`config.mk`:
```
export PLATFORM = sky130hd
export DESIGN_NAME = conv_stride_decoder
export DESIGN_NICKNAME = d
export VERILOG_FILES = /design/src/rtl/conv_stride_decoder_pkg.sv /design/src/rtl/conv_stride_decoder_addr_walker.sv /design/src/rtl/conv_stride_decoder.sv
export SDC_FILE = /design/constraint.sdc
export NUM_CORES = 1
export LEC_CHECK = 0
export ABC_AREA = 1
export BUFFER_PORTS_ARGS = -buffer_cell sky130_fd_sc_hd__buf_2
export CORE_MARGIN = 2
export CORE_UTILIZATION = 50
export DETAILED_ROUTE_END_ITERATION = 8
export PLACE_DENSITY_LB_ADDON = 0.05
export SLEW_MARGIN = 10
export SYNTH_ARGS = -nofsm -noshare
export SYNTH_HDL_FRONTEND = slang
export SYNTH_HIERARCHICAL = 1
export SYNTH_SLANG_ARGS = --single-unit
```
`constraint.sdc`:
```
create_clock -name clk -period 9.96 [get_ports clk]
set_input_delay 1.992 -clock clk [delete_from_list [all_inputs] [get_ports clk]]
set_output_delay 1.992 -clock clk [all_outputs]
set_load 0.02 [all_outputs]
```
`src/rtl/conv_stride_decoder_pkg.sv`:
```
// Shared types for the stride-instruction decoder: FSM states, the latched
// instruction record and the BRAM read latency the MAC tags are aligned to.
package conv_pkg;

   localparam int unsigned FRAM_ADDR_WIDTH = 12;
   localparam int unsigned KRAM_ADDR_WIDTH = 12;
   localparam int unsigned DIM_WIDTH       = 32;
   localparam int unsigned BRAM_RD_LATENCY = 1;

   typedef enum logic [2:0] {
      StIdle,
      StSetup,
      StBias,
      StIssue,
      StDrain
   } state_e;

   typedef struct packed {
      logic [FRAM_ADDR_WIDTH-1:0] feature_base;
      logic [KRAM_ADDR_WIDTH-1:0] kernel_base;
      logic [DIM_WIDTH-1:0]       chin;
      logic [DIM_WIDTH-1:0]       chout;
      logic [DIM_WIDTH-1:0]       width;
      logic [DIM_WIDTH-1:0]       height;
      logic [7:0]                 kh;
      logic [7:0]                 kw;
      logic                       has_bias;
      logic                       has_relu;
      logic [FRAM_ADDR_WIDTH-1:0] wb_base;
      logic [DIM_WIDTH-1:0]       wb_ch_offset;
   } stride_inst_t;

endpackage

```
`src/rtl/conv_stride_decoder_addr_walker.sv`:
```
// Feature-address walker: nested kw/kh/ci counters producing one feature word
// address per step; a full channel walk reloads the pointers to fbase.
module conv_addr_walker #(
   parameter int unsigned FADDR_W = 12,
   parameter int unsigned DIM_W   = 32
) (
   input  logic               clk,
   input  logic               rst,
   input  logic               load,
   input  logic               step,
   input  logic [FADDR_W-1:0] fbase,
   input  logic [FADDR_W-1:0] ch_off,
   input  logic [DIM_W-1:0]   width,
   input  logic [DIM_W-1:0]   chin,
   input  logic [7:0]         kh,
   input  logic [7:0]         kw,
   output logic [FADDR_W-1:0] addr,
   output logic               at_start,
   output logic               chan_wrap
);

   logic [7:0]         kw_cnt_q, kw_cnt_d;
   logic [7:0]         kh_cnt_q, kh_cnt_d;
   logic [DIM_W-1:0]   ci_cnt_q, ci_cnt_d;
   logic [FADDR_W-1:0] col_q, col_d;
   logic [FADDR_W-1:0] row_q, row_d;
   logic [FADDR_W-1:0] ch_q, ch_d;
   logic [FADDR_W-1:0] width_f;
   logic               kw_wrap, kh_wrap;

   assign width_f   = FADDR_W'(width);
   assign kw_wrap   = (kw_cnt_q == kw - 8'd1);
   assign kh_wrap   = kw_wrap && (kh_cnt_q == kh - 8'd1);
   assign chan_wrap = kh_wrap && (ci_cnt_q == chin - DIM_W'(1));
   assign at_start  = (kw_cnt_q == 8'd0) && (kh_cnt_q == 8'd0) && (ci_cnt_q == '0);
   assign addr      = col_q;

   always_comb begin
      kw_cnt_d = kw_cnt_q;
      kh_cnt_d = kh_cnt_q;
      ci_cnt_d = ci_cnt_q;
      col_d    = col_q;
      row_d    = row_q;
      ch_d     = ch_q;
      if (load) begin
         kw_cnt_d = '0;
         kh_cnt_d = '0;
         ci_cnt_d = '0;
         col_d    = fbase;
         row_d    = fbase;
         ch_d     = fbase;
      end else if (step) begin
         if (!kw_wrap) begin
            kw_cnt_d = kw_cnt_q + 8'd1;
            col_d    = col_q + FADDR_W'(1);
         end else begin
            kw_cnt_d = '0;
            if (!kh_wrap) begin
               kh_cnt_d = kh_cnt_q + 8'd1;
               row_d    = row_q + width_f;
               col_d    = row_q + width_f;
            end else begin
               kh_cnt_d = '0;
               if (!chan_wrap) begin
                  ci_cnt_d = ci_cnt_q + DIM_W'(1);
                  ch_d     = ch_q + ch_off;
                  row_d    = ch_q + ch_off;
                  col_d    = ch_q + ch_off;
               end else begin
                  // Output channel finished: next channel re-reads the same window.
                  ci_cnt_d = '0;
                  ch_d     = fbase;
                  row_d    = fbase;
                  col_d    = fbase;
               end
            end
         end
      end
   end

   always_ff @(posedge clk) begin
      if (rst) begin
         kw_cnt_q <= '0;
         kh_cnt_q <= '0;
         ci_cnt_q <= '0;
         col_q    <= '0;
         row_q    <= '0;
         ch_q     <= '0;
      end else begin
         kw_cnt_q <= kw_cnt_d;
         kh_cnt_q <= kh_cnt_d;
         ci_cnt_q <= ci_cnt_d;
         col_q    <= col_d;
         row_q    <= row_d;
         ch_q     <= ch_d;
      end
   end

endmodule

```
`src/rtl/conv_stride_decoder.sv`:
```
// Stride-instruction consumer: expands each instruction into feature/kernel BRAM
// reads with MAC tags aligned to read data, and one writeback address per channel.
module conv_stride_decoder
   import conv_pkg::*;
#(
   parameter int unsigned FADDR_W = FRAM_ADDR_WIDTH,
   parameter int unsigned KADDR_W = KRAM_ADDR_WIDTH,
   parameter int unsigned DATA_W  = DIM_WIDTH
) (
   input  logic               clk,
   input  logic               rst,
   input  logic [FADDR_W-1:0] stride_feature_baseaddr,
   input  logic [KADDR_W-1:0] stride_kernel_baseaddr,
   input  logic [DATA_W-1:0]  stride_feature_chin,
   input  logic [DATA_W-1:0]  stride_feature_chout,
   input  logic [DATA_W-1:0]  stride_feature_width,
   input  logic [DATA_W-1:0]  stride_feature_height,
   input  logic [7:0]         stride_kernel_sizeh,
   input  logic [7:0]         stride_kernel_sizew,
   input  logic               stride_has_bias,
   input  logic               stride_has_relu,
   input  logic [FADDR_W-1:0] stride_wb_baseaddr,
   input  logic [DATA_W-1:0]  stride_wb_ch_offset,
   input  logic               inst_valid,
   input  logic               tlast,
   output logic               decoder_ready,
   output logic               fram_rd_en,
   output logic [FADDR_W-1:0] fram_rd_addr,
   output logic               kram_rd_en,
   output logic [KADDR_W-1:0] kram_rd_addr,
   output logic               mac_valid,
   output logic               mac_first,
   output logic               mac_bias,
   output logic               mac_last,
   output logic               mac_relu,
   output logic [FADDR_W-1:0] wb_addr,
   output logic               layer_done
);

   localparam int unsigned TagW = 5 + FADDR_W;

   state_e              state_q, state_d;
   stride_inst_t        inst_q, inst_d;
   logic                tlast_q;
   logic [FADDR_W-1:0]  ch_off_q;
   logic [FADDR_W-1:0]  wb_ptr_q;
   logic [KADDR_W-1:0]  kaddr_q;
   logic [DIM_WIDTH-1:0] co_cnt_q;
   logic                layer_done_q;

   logic                accept, dims_zero, co_last;
   logic                walk_start, chan_wrap;
   logic [FADDR_W-1:0]  walk_addr;
   logic                tag_first, tag_last;
   logic [TagW-1:0]     tag_d;
   logic [TagW-1:0]     tag_pipe_q [BRAM_RD_LATENCY];

   assign accept    = inst_valid && (state_q == StIdle);
   assign dims_zero = (inst_q.chin == '0) || (inst_q.chout == '0) ||
                      (inst_q.kh == 8'd0) || (inst_q.kw == 8'd0);
   assign co_last   = (co_cnt_q == inst_q.chout - DIM_WIDTH'(1));

   always_comb begin
      inst_d              = '0;
      inst_d.feature_base = FRAM_ADDR_WIDTH'(stride_feature_baseaddr);
      inst_d.kernel_base  = KRAM_ADDR_WIDTH'(stride_kernel_baseaddr);
      inst_d.chin         = DIM_WIDTH'(stride_feature_chin);
      inst_d.chout        = DIM_WIDTH'(stride_feature_chout);
      inst_d.width        = DIM_WIDTH'(stride_feature_width);
      inst_d.height       = DIM_WIDTH'(stride_feature_height);
      inst_d.kh           = stride_kernel_sizeh;
      inst_d.kw           = stride_kernel_sizew;
      inst_d.has_bias     = stride_has_bias;
      inst_d.has_relu     = stride_has_relu;
      inst_d.wb_base      = FRAM_ADDR_WIDTH'(stride_wb_baseaddr);
      inst_d.wb_ch_offset = DIM_WIDTH'(stride_wb_ch_offset);
   end

   // FSM: state register
   always_ff @(posedge clk) begin
      if (rst) begin
         state_q <= StIdle;
      end else begin
         state_q <= state_d;
      end
   end

   // FSM: next state
   always_comb begin
      state_d = state_q;
      unique case (state_q)
         StIdle:  if (inst_valid) state_d = StSetup;
         StSetup: begin
            if (dims_zero)            state_d = StIdle;
            else if (inst_q.has_bias) state_d = StBias;
            else                      state_d = StIssue;
         end
         StBias:  state_d = StIssue;
         StIssue: if (chan_wrap) state_d = StDrain;
         StDrain: begin
            if (co_last)              state_d = StIdle;
            else if (inst_q.has_bias) state_d = StBias;
            else                      state_d = StIssue;
         end
         default: state_d = StIdle;
      endcase
   end

   // FSM: outputs and read-side tags
   always_comb begin
      decoder_ready = (state_q == StIdle);
      fram_rd_en    = (state_q == StIssue);
      kram_rd_en    = (state_q == StIssue) || (state_q == StBias);
      fram_rd_addr  = fram_rd_en ? walk_addr : '0;
      kram_rd_addr  = kram_rd_en ? kaddr_q : '0;
      tag_first     = (state_q == StBias) ||
                      ((state_q == StIssue) && !inst_q.has_bias && walk_start);
      tag_last      = (state_q == StIssue) && chan_wrap;
      tag_d         = {kram_rd_en, tag_first, (state_q == StBias), tag_last,
                       tag_last && inst_q.has_relu, tag_last ? wb_ptr_q : '0};
   end

   always_ff @(posedge clk) begin
      if (rst) begin
         inst_q       <= '0;
         tlast_q      <= 1'b0;
         ch_off_q     <= '0;
         wb_ptr_q     <= '0;
         kaddr_q      <= '0;
         co_cnt_q     <= '0;
         layer_done_q <= 1'b0;
      end else begin
         layer_done_q <= tlast_q && (((state_q == StSetup) && dims_zero) ||
                                     ((state_q == StDrain) && co_last));
         if (accept) begin
            inst_q  <= inst_d;
            tlast_q <= tlast;
         end
         // Working pointers load one cycle after accept; no read happens before then.
         if (state_q == StSetup) begin
            ch_off_q <= FADDR_W'(inst_q.width * inst_q.height);
            wb_ptr_q <= FADDR_W'(inst_q.wb_base);
            kaddr_q  <= KADDR_W'(inst_q.kernel_base);
            co_cnt_q <= '0;
         end else begin
            if (kram_rd_en) kaddr_q <= kaddr_q + KADDR_W'(1);
            if (state_q == StDrain) begin
               wb_ptr_q <= wb_ptr_q + FADDR_W'(inst_q.wb_ch_offset);
               co_cnt_q <= co_cnt_q + DIM_WIDTH'(1);
            end
         end
      end
   end

   always_ff @(posedge clk) begin
      if (rst) begin
         for (int i = 0; i < BRAM_RD_LATENCY; i++) tag_pipe_q[i] <= '0;
      end else begin
         tag_pipe_q[0] <= tag_d;
         for (int i = 1; i < BRAM_RD_LATENCY; i++) tag_pipe_q[i] <= tag_pipe_q[i-1];
      end
   end

   assign {mac_valid, mac_first, mac_bias, mac_last, mac_relu, wb_addr} =
      tag_pipe_q[BRAM_RD_LATENCY-1];
   assign layer_done = layer_done_q;

   conv_addr_walker #(
      .FADDR_W (FADDR_W),
      .DIM_W   (DIM_WIDTH)
   ) u_walker (
      .clk       (clk),
      .rst       (rst),
      .load      (state_q == StSetup),
      .step      (fram_rd_en),
      .fbase     (FADDR_W'(inst_q.feature_base)),
      .ch_off    (ch_off_q),
      .width     (inst_q.width),
      .chin      (inst_q.chin),
      .kh        (inst_q.kh),
      .kw        (inst_q.kw),
      .addr      (walk_addr),
      .at_start  (walk_start),
      .chan_wrap (chan_wrap)
   );

endmodule

```
## Yosys cells after proc, flatten, opt, wreduce, memory -nomap -nowiden

Memory sizes are Yosys's and may differ from the RTL's.
Index checks and enable logic that the tools add are counted.

| storage, ports and cells | value |
|---|---|
| register bits | 351 |
| latch bits | 0 |
| RAM bits | 17 |
| bits in read-only memories | 0 |
| input port bits | 218 |
| output and inout bits | 45 |
| word-level logic and storage cells | 122 |
| memories kept | 1 |

Memory list:

| memory | depth | width | read ports | clocked after Yosys merged registers in | write ports | RTL line | source |
|---|---|---|---|---|---|---|---|
| tag_pipe_q | 1 | 17 | 1 | 0 | 1 | conv_stride_decoder.sv:56 | `logic [TagW-1:0] tag_pipe_q [BRAM_RD_LATENCY];` |

| operators by class | value |
|---|---|
| add/subtract/negate cells | 13 |
| multipliers | 1 |
| div/mod/pow operators | 0 |
| magnitude comparators | 0 |
| equality and inequality tests | 10 |
| shift operators | 0 |
| muxes and demuxes | 33 |
| bitwise logic cells | 0 |
| reductions and logical operators | 39 |

Operators by type and width:

| operator | count |
|---|---|
| $mux 12 | 19 |
| $logic_not 32->1 | 3 |
| $add 32x1->32 const B | 2 |
| $eq 32x32->1 | 2 |
| $sub 32x1->32 const B | 2 |
| $add 12x12->12 | 3 |
| $logic_not 8->1 | 4 |
| $mul 32x32->12 | 1 |
| $mux 32 | 1 |
| $add 12x1->12 const B | 2 |
| $mux 17 | 1 |
| $reduce_or 17->1 | 1 |
| $add 8x1->8 const B | 2 |
| $eq 8x8->1 | 2 |
| $mux 8 | 2 |
| $sub 8x1->8 const B | 2 |
| $pmux 3 s5 | 1 |
| $logic_and 1x1->1 | 12 |
| $reduce_bool 2->1 | 5 |
| $mux 3 | 3 |
| $eq 3x2->1 const B | 2 |
| $logic_or 1x1->1 | 6 |
| $reduce_and 2->1 | 3 |
| $reduce_and 3->1 | 2 |
| other kinds (9) | 13 |

## Longest topological paths before layout

Gate-level depths: netlist of the first run.

| logic depth | value |
|---|---|
| word-level depth | 9 |
| depth in mapped cells | 24 |
| gate-level depth less buffers | 23 |

## Cells and area by module

The synthesis of the first run kept the hierarchy.

Modules (own cells, without submodules):

| module | instances | cells each | area an instance (um^2) | sequential area each (um^2) |
|---|---|---|---|---|
| conv_stride_decoder | 1 | 1936 | 14131.1 | 5285.1 |
| conv_addr_walker | 1 | 1373 | 8409.3 | 1681.6 |

## Worst setup path before layout of the first run

OpenSTA, ideal clock, no wires.

| timing path | value |
|---|---|
| path type | reg2reg |
| start point | register inst_q[97] in the netlist's numbering |
| end point | register ch_off_q[11] |
| library setup time | 114 ps |
| arrival | 4411 ps |
| required time | 9846 ps |
| slack | 5435 ps |
| cell stages (with the launch flop) | 21 |
| buffers on the path | 1 |
| period minus slack after synthesis | 4525 ps |
| cell sequence | dfxtp_1 > clkbuf_1 > nand2_1 > fa_1 > inv_1 > fa_1 > ha_1 > fa_1 > inv_1 > fa_1 > inv_1 > ha_1 > a21oi_1 > nor2_1 > o21ai_0 > nand2_1 > or2_2 > nand2_1 > nand3_1 > nand3_1 > nand2_1 |

| between the ends | value |
|---|---|
| word-level cells in the longest chain between the ends | 1 |

Ends and longest elaborated chain:

| item | RTL line | source |
|---|---|---|
| start: declaration | conv_stride_decoder.sv:43 | `stride_inst_t inst_q, inst_d;` |
| start signal: assignment | conv_stride_decoder.sv:136 | `inst_q <= inst_d;` |
| $mul 32x32->12 | conv_stride_decoder.sv:141 | `ch_off_q <= FADDR_W'(inst_q.width * inst_q.height);` |
| end signal: assignment | conv_stride_decoder.sv:141 |  |
| end: declaration | conv_stride_decoder.sv:45 | `logic [FADDR_W-1:0] ch_off_q;` |

No other way between the ends.
A chain may end at the register's enable or synchronous reset.

## Worst setup path in the final report of the first run

Ends and elaborated chain as after synthesis.

==> results of run 1 <==
metal layers:
metal	track usage [%]	up-vias	part of all wire (%)
li1	-	10710	-
met1	40.84	9908	47
met2	47.34	561	44
met3	5.869	89	6.3
met4	8.994	2	2.7
met5	0	-	0.019
metrics by stage:
stage	std cells	hold slack, ns	total power, mW
final	3962	0.4456	5.255
after global routing	3961	0.4674	5.617
after CTS	3961	0.4504	5.264
after detailed placement	3893	0.4400	3.725
after global placement	3893	0.4343	3.685
after floorplan	3227	0.4160	3.176
worst min-delay path: stages (launching register included):
cell,delay (ns)
dfxtp_1,0.33
inv_1,0.06
nor2_1,0.04
where the power goes:
group / total (mW) / switching [mW] / internal, mW / leakage (nW)
clock: 1.53 / 0.601 / 0.929 / 0.669
combinational: 1.97 / 1.33 / 0.642 / 7.50
sequential: 1.76 / 0.244 / 1.51 / 2.68
total: 5.26 / 2.17 / 3.08 / 10.8
sequential cells by signal, indices dropped and copies added, names as in the netlist, 17 cells and up:
| name | flops |
|---|---|
| inst_q | 154 |
| u_walker/ci_cnt_q | 32 |
| co_cnt_q | 32 |
| tag_pipe_q | 17 |
layout make-up:
cell class	instances	area share [%]
repair buffers	214	4.502
clock buffers	47	4.262
flip-flops and latches	328	26.79
inverters	456	6.983
multi-input cells	2310	53.24
well taps	585	2.986
clock inverters	21	1.230
diodes	1	0.01021
worst max-delay path by stage:
stage | endpoint | start | slack [ns]
after global placement | ch_off_q[11]$_SDFFE_PP0P_ | inst_q[97]$_SDFFE_PP0P_ | 5.07
after detailed placement | ch_off_q[11]$_SDFFE_PP0P_ | inst_q[97]$_SDFFE_PP0P_ | 5.09
after floorplan | ch_off_q[11]$_SDFFE_PP0P_ | inst_q[97]$_SDFFE_PP0P_ | 5.44
after global routing | ch_off_q[11]$_SDFFE_PP0P_ | inst_q[94]$_SDFFE_PP0P_ | 4.69
after CTS | ch_off_q[11]$_SDFFE_PP0P_ | inst_q[97]$_SDFFE_PP0P_ | 5.04
final | ch_off_q[11]$_SDFFE_PP0P_ | inst_q[97]$_SDFFE_PP0P_ | 5.01
==> impl_metrics.csv, run 1 <==
group,metric,value,unit
finish,fillCellCount,4289,
timing,fin_ws,5.008,ns
clock_network,post_cts_buffers,0,
route,drtPass1Iterations,5,
hold_path,hp-start,"wb_ptr_q[5]$_SDFFE_PP0P_",
route,initialDrtViolationCount,1423,
power,p_per_area,214.4,nW/um2
setup_path,path_depth,19,
finish,postLayoutCellArea,24510,um2
setup_path,reg2reg_setup_slack,5.01,ns
clock_network,path_clk_slew,0.06,ns
clock_network,cts_root_buf,"clkbuf_16",
finish,multi_input_area,13050,um2
setup_path,r2r_start,"inst_q[97]$_SDFFE_PP0P_",
power,leakage,10.84,nW
route,final_antenna_net_count,0,
timing,tns,0,ns
timing,rsz0062_at_grt,"no",
synthesis,syn_nets,3562,
route,drc,0,
global_route,grt_pass1_wl,106800,um
hold_path,holdPathStages,2,
route,wl_per_cell,17.00,um
synthesis,syn_inst,3227,
setup_path,crit_type,"register to register",
setup_path,cp_data_required_time,10.41,ns
floorplan,fp.coreArea,43080,um2
floorplan,die_height,213.1,um
timing,slew_violations,0,
global_route,gr-usage-all-layers,29.81,%
setup_path,path_cells,"nand2_1, fa_1, inv_1, fa_1, ha_1, fa_1, inv_1, fa_1, inv_1, ha_1, a21oi_1, nor2_1, o21ai_0, nand2_1, or2_2, nand2_1, nand3_1, nand3_1, nand2_1",
global_route,grt_max_degree,93,
timing,final-hold-violation-count,0,
clock_network,clock_path_buffers,3,
timing,tightest_slew,1.019,ns
clock_network,clock_latency,0.58,ns
timing,finalCriticalPeriod,4.952,ns
synthesis,synthesis.area_per_instance,6.773,um2
finish,most-common-layout-cells,"nand2_1 (666), inv_1 (441), dfxtp_1 (328)",
floorplan,die_w,213.1,um
setup_path,cp_max_fo,11,
floorplan,design.portCount,263,
setup_path,path_delay_family,"adder cells",
setup_path,crit_arrival,5.40,ns
placement,gp_congestion,0.9415,
route,vias,21270,
hold_path,hp-class,"register to register",
floorplan,fp-row-count,76,
timing,max_freq,201.9,MHz
clock_network,cts_tree,"built",
clock_network,h-tree-depth,2,
placement,hpwlAfterDp,51750,um
power,ir_worst_vdd,0.1478,mV
finish,regArea,6566,um2
route,wl,67360,um
setup_path,start_kind,"register",
hold_path,hold_end,"tag_pipe_q[0][5]$_SDFF_PP0_",
finish,syn_to_final_growth,12.15,%
clock_network,ctsResizeCount,0,
timing,setup_viol,0,
setup_path,worst_setup_path_end_kind,"register",
placement,placed_area,23160,um2
global_route,grt-ovfl-total,0,
clock_network,numCtsBuffers,38,
route,via_per_inst,5.368,
global_route,antenna_found_initial,3,
timing,period_share,49.72,%
setup_path,cp_slowest_cell,"dfxtp_1",
timing,slew_headroom,31.90,%
setup_path,path_buf_inv,3,
setup_path,worstRegToRegCells,19,
run,max_cap_violations,0,
finish,drive_gt1_share,10.69,%
synthesis,synth_area,21860,um2
clock_network,cts_hold_buf,0,
global_route,first_global_vias,20150,
finish,final_common_cell,"nand2_1",
floorplan,initial_utilization,50.74,%
finish,fin_nets,3683,
finish,fin_util,56.90,%
synthesis,yosysWarnings,6,
outcome,outcome,"finished, final reports clean",
placement,dp_slack,5.085,ns
setup_path,cpPeakStageDelay,0.76,ns
setup_path,timing.rr.end,"ch_off_q[11]$_SDFFE_PP0P_",
floorplan,dieArea,45400,um2
timing,finClkSkew,0.03196,ns
placement,port_buffers,202,
clock_network,cts.sinks,328,
No activity file was read; power rests on OpenSTA's default activity.
==> run 2: changes to the inputs <==
==> constraint.sdc (replaced) <==
create_clock -name clk -period 4.33 [get_ports clk]
set_input_delay 0.866 -clock clk [delete_from_list [all_inputs] [get_ports clk]]
set_output_delay 0.866 -clock clk [all_outputs]
set_load 0.02 [all_outputs]
==> run 2 against run 1 <==
  * Global-route usage is 0.78 points higher
  * Power grew 130%
  * First-iteration DRC count rose by 22%
  * Clock power increased by 130%
  * Combinational power grew 140%
  * Critical path type unchanged
  * Critical endpoint unchanged
==> impl_metrics.csv, run 2 (synthesis gave the netlist of run 1 again) <==
group,metric,value,unit
outcome,outcome,"finished, final reports clean",
power,leakage,11.17,nW
finish,largest_reg_flops,154,
power,power_frac_clock,28.6,%
setup_path,cp_max_fo,7,
setup_path,cp_data_required_time,4.79,ns
power,p_int,7.203,mW
route,final_antenna_net_count,0,
route,vias,21880,
global_route,grt-ovfl-total,0,
floorplan,fp-row-count,76,
setup_path,start_kind,"register",
power,netSwitchingFraction,41.33,%
clock_network,clock_latency,0.59,ns
route,initialDrtViolationCount,1737,
setup_path,crit_arrival,4.68,ns
clock_network,clock_path_buffers,3,
global_route,grt_pass1_wl,109500,um
timing,rsz0062_at_grt,"yes",
setup_path,critPathLaunch,"inst_q[66]$_SDFFE_PP0P_",
global_route,first_global_vias,20510,
finish,largestRegisters,"inst_q x154, co_cnt_q x32, u_walker/ci_cnt_q x32",
finish,syn_to_final_growth,15.16,%
run,max_cap_violations,0,
setup_path,worst_setup_path_end_kind,"register",
placement,gp_congestion,0.9317,
timing,max_freq,237.1,MHz
finish,fillCellCount,4173,
hold_path,hp-start,"inst_q[197]$_SDFFE_PP0P_",
clock_network,h-tree-depth,2,
finish,postLayoutCellArea,25170,um2
timing,finalCriticalPeriod,4.218,ns
finish,fin_nets,3748,
floorplan,initial_utilization,50.74,%
finish,drive_gt1_share,13.32,%
setup_path,r2r_start,"inst_q[66]$_SDFFE_PP0P_",
route,via_per_inst,5.435,
route,wl_per_cell,17.32,um
setup_path,crit_type,"register to register",
power,p_per_area,487.8,nW/um2
placement,hpwlAfterDp,53620,um
global_route,grt_max_degree,83,
timing,final-hold-violation-count,0,
floorplan,design.portCount,263,
floorplan,fp.coreArea,43080,um2
power,ir_worst_vdd,0.3886,mV
finish,top_register,"inst_q",
timing,setup_viol,0,
placement,port_buffers,202,
floorplan,die_height,213.1,um
power,pwr-share-seq,32.5,%
clock_network,cts_tree,"built",
clock_network,cts_root_buf,"clkbuf_16",
global_route,gr-usage-all-layers,30.59,%
finish,final_common_cell,"nand2_1",
hold_path,hp-class,"register to register",
timing,slew_headroom,42.18,%
floorplan,die_w,213.1,um
floorplan,dieArea,45400,um2
timing,tightest_slew,0.8594,ns
timing,slew_violations,0,
route,wl,69720,um
finish,most-common-layout-cells,"nand2_1 (658), inv_1 (435), dfxtp_1 (318)",
power,switchingPower,5.075,mW
clock_network,numCtsBuffers,40,
timing,tns,0,ns
timing,period_share,97.40,%
placement,placed_area,23590,um2
timing,finClkSkew,0.02399,ns
route,drc,0,
clock_network,path_clk_slew,0.06,ns
power,power_frac_comb,38.8,%
global_route,antenna_found_initial,7,
clock_network,cts.sinks,328,
route,drtPass1Iterations,6,
run 2: worst paths after layout:
check | endpoint | slack (ns) | depth (start not counted)
worst max-delay path | ch_off_q[11]$_SDFFE_PP0P_ | 0.11 | 20
worst min-delay path | inst_q[197]$_SDFFE_PP0P_ | 0.45 | 2
worst max register to register | ch_off_q[11]$_SDFFE_PP0P_ | 0.11 | 20
worst min register to register | inst_q[197]$_SDFFE_PP0P_ | 0.45 | 2
run 2: timing repair:
action                                 in CTS  in global routing
pin swaps                                   6                 25
resized for setup                          16                 33
setup endpoints to repair                   2                  2
endpoints found under the hold margin       0                  0
buffers inserted                            2                  8
hold buffers                                0                  0
run 2: critical path: stages (launching register included):
cell and delay [ns]:
dfxtp_4 0.37, buf_6 0.12, nand2_2 0.06, inv_2 0.04, fa_1 0.52, inv_2 0.04
fa_1 0.55, inv_1 0.06, fa_1 0.45, fa_1 0.48, inv_1 0.05, fa_1 0.51
inv_2 0.05, ha_4 0.21, o21ai_2 0.05, nand2_1 0.08, or2_4 0.24, nand2_2 0.05
nand3_1 0.06, nand3_1 0.07, nand2_1 0.05
run 2: power groups by stage:
stage	clock network [mW]	registers, mW	logic (mW)
floorplan	0	3.84	3.48
global placement	0	4.03	4.56
detailed placement	0	4.04	4.64
CTS	3.57	3.98	4.69
global route	3.68	4.05	5.36
finish	3.52	3.99	4.77
run 2: layer usage:
layer | share of wire (%) | vias up | track usage (%) | routed length (um)
met5 | 0.082 | - | 0 | 57
met4 | 3.2 | 10 | 10.49 | 2248
met3 | 6.1 | 125 | 4.751 | 4223
met2 | 45 | 621 | 48.25 | 31110
met1 | 46 | 10280 | 42.50 | 32080
li1 | - | 10840 | - | -
run 2: layout make-up:
| class | count | area, um2 | area share (%) |
|---|---|---|---|
| inverters | 456 | 1712 | 6.800 |
| clock inverters | 12 | 192.7 | 0.7655 |
| clock buffers | 56 | 1161 | 4.613 |
| multi-input cells | 2310 | 13180 | 52.35 |
| flip-flops and latches | 328 | 6596 | 26.21 |
| repair buffers | 277 | 1597 | 6.343 |
| diodes | 2 | 5.005 | 0.01988 |
| well taps | 585 | 732.0 | 2.908 |
run 2: stage by stage:
step | hold slack (ns) | setup WS [ns] | utilization [%] | power, mW | cells
after global placement | 0.4347 | -0.1959 | 54.77 | 8.593 | 3946
final | 0.4485 | 0.1124 | 58.44 | 12.28 | 4026
after detailed placement | 0.4391 | -0.2304 | 54.77 | 8.680 | 3946
after global routing | 0.4751 | -0.1158 | 58.42 | 13.10 | 4024
after CTS | 0.4493 | 0.0008846 | 58.06 | 12.24 | 4016
after floorplan | 0.4160 | 0.01252 | - | 7.323 | 3227
